==> config.mk <==
export PLATFORM = sky130hd
export DESIGN_NAME = pc_stack
export DESIGN_NICKNAME = d
export VERILOG_FILES = /design/src/rtl/pc_stack.sv
export SDC_FILE = /design/constraint.sdc
export NUM_CORES = 1
export LEC_CHECK = 0
export CORE_UTILIZATION = 42
export CTS_CLUSTER_SIZE = 24
export DETAILED_ROUTE_END_ITERATION = 6
export SYNTH_ARGS = -nofsm -noshare
export SYNTH_HDL_FRONTEND = slang
export SYNTH_SLANG_ARGS = --single-unit
==> constraint.sdc <==
create_clock -name clk -period 4.7 [get_ports clk]
set_clock_uncertainty 0.2 [all_clocks]
set_input_delay 1.41 -clock clk [delete_from_list [all_inputs] [get_ports clk]]
set_output_delay 1.41 -clock clk [all_outputs]
set_load 0.05 [all_outputs]
==> src/rtl/pc_stack.sv <==
// Program counter with relative branch, call/return through a small
// hardware return-address stack, and sticky overflow/underflow flags.
// All state advances only in the sequencer's update slot; error clearing
// is accepted on any enabled clock.
module pc_stack #(
    parameter int                ADDR_W       = 12,
    parameter int                CYC_W        = 3,
    parameter int                UPDATE_CYCLE = 7,
    parameter int                STACK_DEPTH  = 4,
    parameter int                SP_W         = 3,
    parameter logic [ADDR_W-1:0] RESET_VEC    = '0
) (
    input  logic              clk,
    input  logic              reset,
    input  logic              cpuCe,
    input  logic [CYC_W-1:0]  cycle,
    input  logic              jump,
    input  logic [ADDR_W-1:0] jumpAddr,
    input  logic              call,
    input  logic              ret,
    input  logic              branch,
    input  logic [7:0]        relOffset,
    input  logic              clrErr,
    output logic [ADDR_W-1:0] pcount,
    output logic [SP_W-1:0]   sp,
    output logic              stackEmpty,
    output logic              stackFull,
    output logic              ovfErr,
    output logic              unfErr
);

    localparam int              IDX_W    = (STACK_DEPTH > 1) ? $clog2(STACK_DEPTH) : 1;
    localparam logic [SP_W-1:0] SP_FULL  = SP_W'(STACK_DEPTH);
    localparam logic [CYC_W-1:0] SLOT_CYC = CYC_W'(UPDATE_CYCLE);

    // Wrapping increment of a program-counter value.
    function automatic logic [ADDR_W-1:0] pc_plus1(input logic [ADDR_W-1:0] pc);
        return pc + ADDR_W'(1);
    endfunction

    // Wrapping add of a sign-extended 8-bit branch displacement.
    function automatic logic [ADDR_W-1:0] pc_rel(input logic [ADDR_W-1:0] pc,
                                                 input logic signed [7:0] off);
        logic signed [ADDR_W-1:0] ext;
        ext = ADDR_W'(off);
        return pc + ext;
    endfunction

    logic [ADDR_W-1:0] stack_mem [STACK_DEPTH];
    logic              slot;
    logic [ADDR_W-1:0] pc_inc;
    logic [ADDR_W-1:0] pc_nxt;
    logic [SP_W-1:0]   sp_nxt;
    logic              push;
    logic              ovf_set;
    logic              unf_set;
    logic [IDX_W-1:0]  wr_idx;
    logic [IDX_W-1:0]  rd_idx;

    assign slot   = cpuCe && (cycle == SLOT_CYC);
    assign pc_inc = pc_plus1(pcount);
    assign wr_idx = IDX_W'(sp);
    assign rd_idx = IDX_W'(sp - SP_W'(1));

    // Resolve the single action of an update slot: ret > call > jump > branch > increment.
    always_comb begin
        pc_nxt  = pcount;
        sp_nxt  = sp;
        push    = 1'b0;
        ovf_set = 1'b0;
        unf_set = 1'b0;
        if (slot) begin
            if (ret) begin
                if (sp != '0) begin
                    pc_nxt = stack_mem[rd_idx];
                    sp_nxt = sp - SP_W'(1);
                end else begin
                    pc_nxt  = pc_inc;
                    unf_set = 1'b1;
                end
            end else if (call) begin
                // Target is taken even when the push is refused.
                pc_nxt = jumpAddr;
                if (sp < SP_FULL) begin
                    push   = 1'b1;
                    sp_nxt = sp + SP_W'(1);
                end else begin
                    ovf_set = 1'b1;
                end
            end else if (jump) begin
                pc_nxt = jumpAddr;
            end else if (branch) begin
                pc_nxt = pc_rel(pcount, relOffset);
            end else begin
                pc_nxt = pc_inc;
            end
        end
    end

    // Program counter and stack pointer registers.
    always_ff @(posedge clk or posedge reset) begin
        if (reset) begin
            pcount <= RESET_VEC;
            sp     <= '0;
        end else begin
            pcount <= pc_nxt;
            sp     <= sp_nxt;
        end
    end

    // Return-address storage; a push writes the address after the call.
    always_ff @(posedge clk or posedge reset) begin
        if (reset) begin
            for (int i = 0; i < STACK_DEPTH; i++) stack_mem[i] <= '0;
        end else if (push) begin
            stack_mem[wr_idx] <= pc_inc;
        end
    end

    // Sticky error flags; a new error on the same edge beats a clear.
    always_ff @(posedge clk or posedge reset) begin
        if (reset) begin
            ovfErr <= 1'b0;
            unfErr <= 1'b0;
        end else if (cpuCe) begin
            if (ovf_set)     ovfErr <= 1'b1;
            else if (clrErr) ovfErr <= 1'b0;
            if (unf_set)     unfErr <= 1'b1;
            else if (clrErr) unfErr <= 1'b0;
        end
    end

    assign stackEmpty = (sp == '0);
    assign stackFull  = (sp == SP_FULL);

endmodule
==> key figures <==
Run status
  • Status: finished clean

Floorplan
  • Starting Density: 0.434
  • Die Width: 99.7 um
  • I/O pin cnt: 50
  • Die Y-Extent: 99.7 um
  • Core area: 0.00924 mm2
  • Total Die Area: 0.00994 mm2
  • FP Rows: 35

Cells and area
  • Antenna diodes: 0
  • Final #Nets: 520
  • Post-route insts no fill: 603
  • Layout cell share with drive strength beyond 1: 0.114
  • Final instance area: 0.00481 mm2
  • Fillers: 889
  • Layout area overhead: 20.0%

CTS
  • Reg clk slew, reported paths: 70 ps
  • Hold bufs inserted after CTS: 0
  • # resized after CTS: 0
  • Clk root buf: clkbuf_8
  • Clk_lat worst skew: 340 ps
  • Clock sink total: 65
  • TritonCTS clock tree: done
  • Htree depth: 3
  • TritonCTS Buffers: 9
  • Clock buffer depth: 2
  • Number of setup buffers added after CTS: 0

Place
  • Inst Count DP: 589
  • GPL Wtd Cong: 0.852
  • Hpwl dp: 7400 um
  • IO buf count: 49
  • Post-DP Area: 0.00459 mm2

Timing
  • Final setup fails: 0
  • Setup TNS: 0 ps
  • Final hold vios: 0
  • Tmin final: 3940 ps
  • Max-slew headroom: 0.492
  • Tcrit/Tclk final: 0.839
  • Worst-Margin Slew: 762 ps
  • Max-slew violation count: 0
  • Max Clk Rate: 254 MHz
  • Unrepaired setup endpoints after global routing: no

Logic synthesis
  • Cells after Synth: 428
  • Yosys cell types: 59
  • Post-synthesis cell area: 0.00401 mm2
  • Synthesized area per cell: 9.36 um2
  • Warnings, synthesis: 0
  • Syn Nets: 477
  • Top_reg_cell synth: dfrtp_1
  • Number of synthesized flops with an enable pin: 0
  • Synth Register Bits: 65
  • Sequential-to-total area share from yosys stat: 0.406
  • FFs w/ async S/R, synth: 1.00

Critical path
  • FF-to-FF path depth: 6
  • WP data arrival: 2330 ps
  • Crit-path max cell delay: 820 ps
  • Stages on worst setup path: 6
  • Crit-path max FO: 17
  • Critical path class: reg -> out
  • Largest delay share family, worst path: buffers and inverters
  • Crit start category: register
  • Worst Path Buf+Inv: 4
  • CP Capture Type: output pin
  • Critical-path top delay cell: clkdlybuf4s50_1
  • Worst EP required: 3090 ps
  • Crit-path cells: inv_1 > ha_1 > nand2b_1 > buf_4 > inv_2 > clkdlybuf4s50_1

Global route
  • Largest net degree at the start of global routing: 28
  • Global Route Usage Sum: 0.218
  • Global-route wire length before repair: 16700 um
  • Initial antenna violation count: 0
  • Vias in the first global route: 3218
  • Overflow after GRT: 0

Power
  • Maximum VDD drop: 0.000171 V
  • Final Power: 2.43 mW
  • Power per cell area: 505 mW/mm2
  • Static leakage: 2.01 nW

Route
  • DRC: 0
  • Pre-Repair DR Iteration Count: 4
  • WL per Instance: 16.8 um
  • DRT iter0 DRCs: 145
  • WL final: 10100 um
  • Total vias in the final route: 3289
  • Antenna-violating nets left: 0
  • Routed vias/inst: 5.45

Min path
  • Worst hold path class: reg -> reg
  • Worst Hold Depth: 2

Flow run
  • Maxcap violations: 0
-- worst min-delay path: cells and delay by family (launching register included) --
| family | cells | cell delay [ps] |
|---|---|---|
| AO/OA/AOI/OAI | 1 | 60 |
| flip-flops | 1 | 340 |
| AND/OR/NAND/NOR | 1 | 40 |
-- sequential cells by signal, indices dropped and copies added (netlist names) --
signal,cells
sp,3
pcount,12
ovfErr,1
unfErr,1
stack_mem,48
-- layout make-up --
cell class                      count  area [um2]  area share
Inverter                           11        41.3     0.00859
Sequential cell                    65        1630       0.338
Clock buffer                       11         151      0.0315
Timing Repair Buffer               56         543       0.113
Clock inverter                      3        65.1      0.0135
Tap cell                          129         161      0.0336
Multi-Input combinational cell    328        2220       0.462
-- routing by layer --
metal,up-vias,part of all wire,GRT usage
met5,-,0,0
li1,1633,-,-
met3,12,0.026,0.0288
met2,50,0.48,0.352
met4,0,0.016,0.0860
met1,1594,0.48,0.298
-- cell usage in the layout (no fill, tap or decap), types with 4 or more instances in the layout --
| cell type | n |
|---|---|
| a21oi_1 | 22 |
| a31oi_1 | 5 |
| buf_4 | 7 |
| clkbuf_8 | 11 |
| clkdlybuf4s50_1 | 49 |
| dfrtp_1 | 65 |
| ha_1 | 17 |
| inv_1 | 9 |
| mux2_2 | 8 |
| mux4_2 | 12 |
| nand2_1 | 65 |
| nand3_1 | 12 |
| nand4_1 | 6 |
| nor2_1 | 25 |
| nor2b_1 | 5 |
| nor3_1 | 4 |
| o211ai_1 | 5 |
| o21a_1 | 4 |
| o21ai_0 | 66 |
| xnor2_1 | 12 |
| xor2_1 | 8 |
-- per-stage QoR --
step           worst slack [ps]  hold WS, ps  utilization
6_report                    757          278        0.520
5_1_grt                     627          310        0.520
4_1_cts                     731          280        0.520
3_5_place_dp                773          265        0.497
3_3_place_gp                852          257        0.497
2_1_floorplan              1100          245            -
-- synth_stat cells (4+ instances only) --
library cell | number | area [um2]
nor2b_1 | 5 | 31.3
dfrtp_1 | 65 | 1630
xor2_1 | 8 | 70.1
nor2_1 | 25 | 93.8
xnor2_1 | 12 | 105
a21oi_1 | 22 | 110
nand2_1 | 65 | 244
a31oi_1 | 5 | 31.3
nor3_1 | 4 | 20.0
buf_4 | 4 | 30.0
o211ai_1 | 5 | 37.5
nand3_1 | 12 | 60.1
clkbuf_1 | 14 | 52.6
ha_1 | 17 | 213
nand4_1 | 6 | 37.5
inv_1 | 10 | 37.5
o21a_1 | 4 | 30.0
o21ai_0 | 66 | 330
mux2_2 | 8 | 90.1
mux4_2 | 12 | 270
buf_2 | 4 | 20.0
-- worst paths after layout --
path	from	endpoint	slack (ps)
max reg2reg	sp[1]	pcount[10]	1940
min in group asynchronous	reset	stack_mem[16]	1200
max in group asynchronous	reset	stack_mem[29]	2370
max	sp[1]	stackEmpty	760
min	stack_mem[18]	stack_mem[18]	280
min reg2reg	stack_mem[18]	stack_mem[18]	280
-- power by group --
part / internal [mW] / switching [mW] / leakage, nW
registers: 0.678 / 0.132 / 0.872
clock network: 0.321 / 0.206 / 0.111
logic: 0.445 / 0.648 / 1.03
-- cell families after synthesis --
kind of cell / count (synthesis) / share of synthesized area
AO/OA/AOI/OAI: 127 / 0.188
XOR/XNOR: 20 / 0.0437
adder cells (fa/ha/maj): 18 / 0.0581
buffers and inverters: 35 / 0.0403
flip-flops: 65 / 0.406
multiplexers: 22 / 0.0949
AND/OR/NAND/NOR: 141 / 0.170
Note: power is estimated with default switching activity, not from simulation.
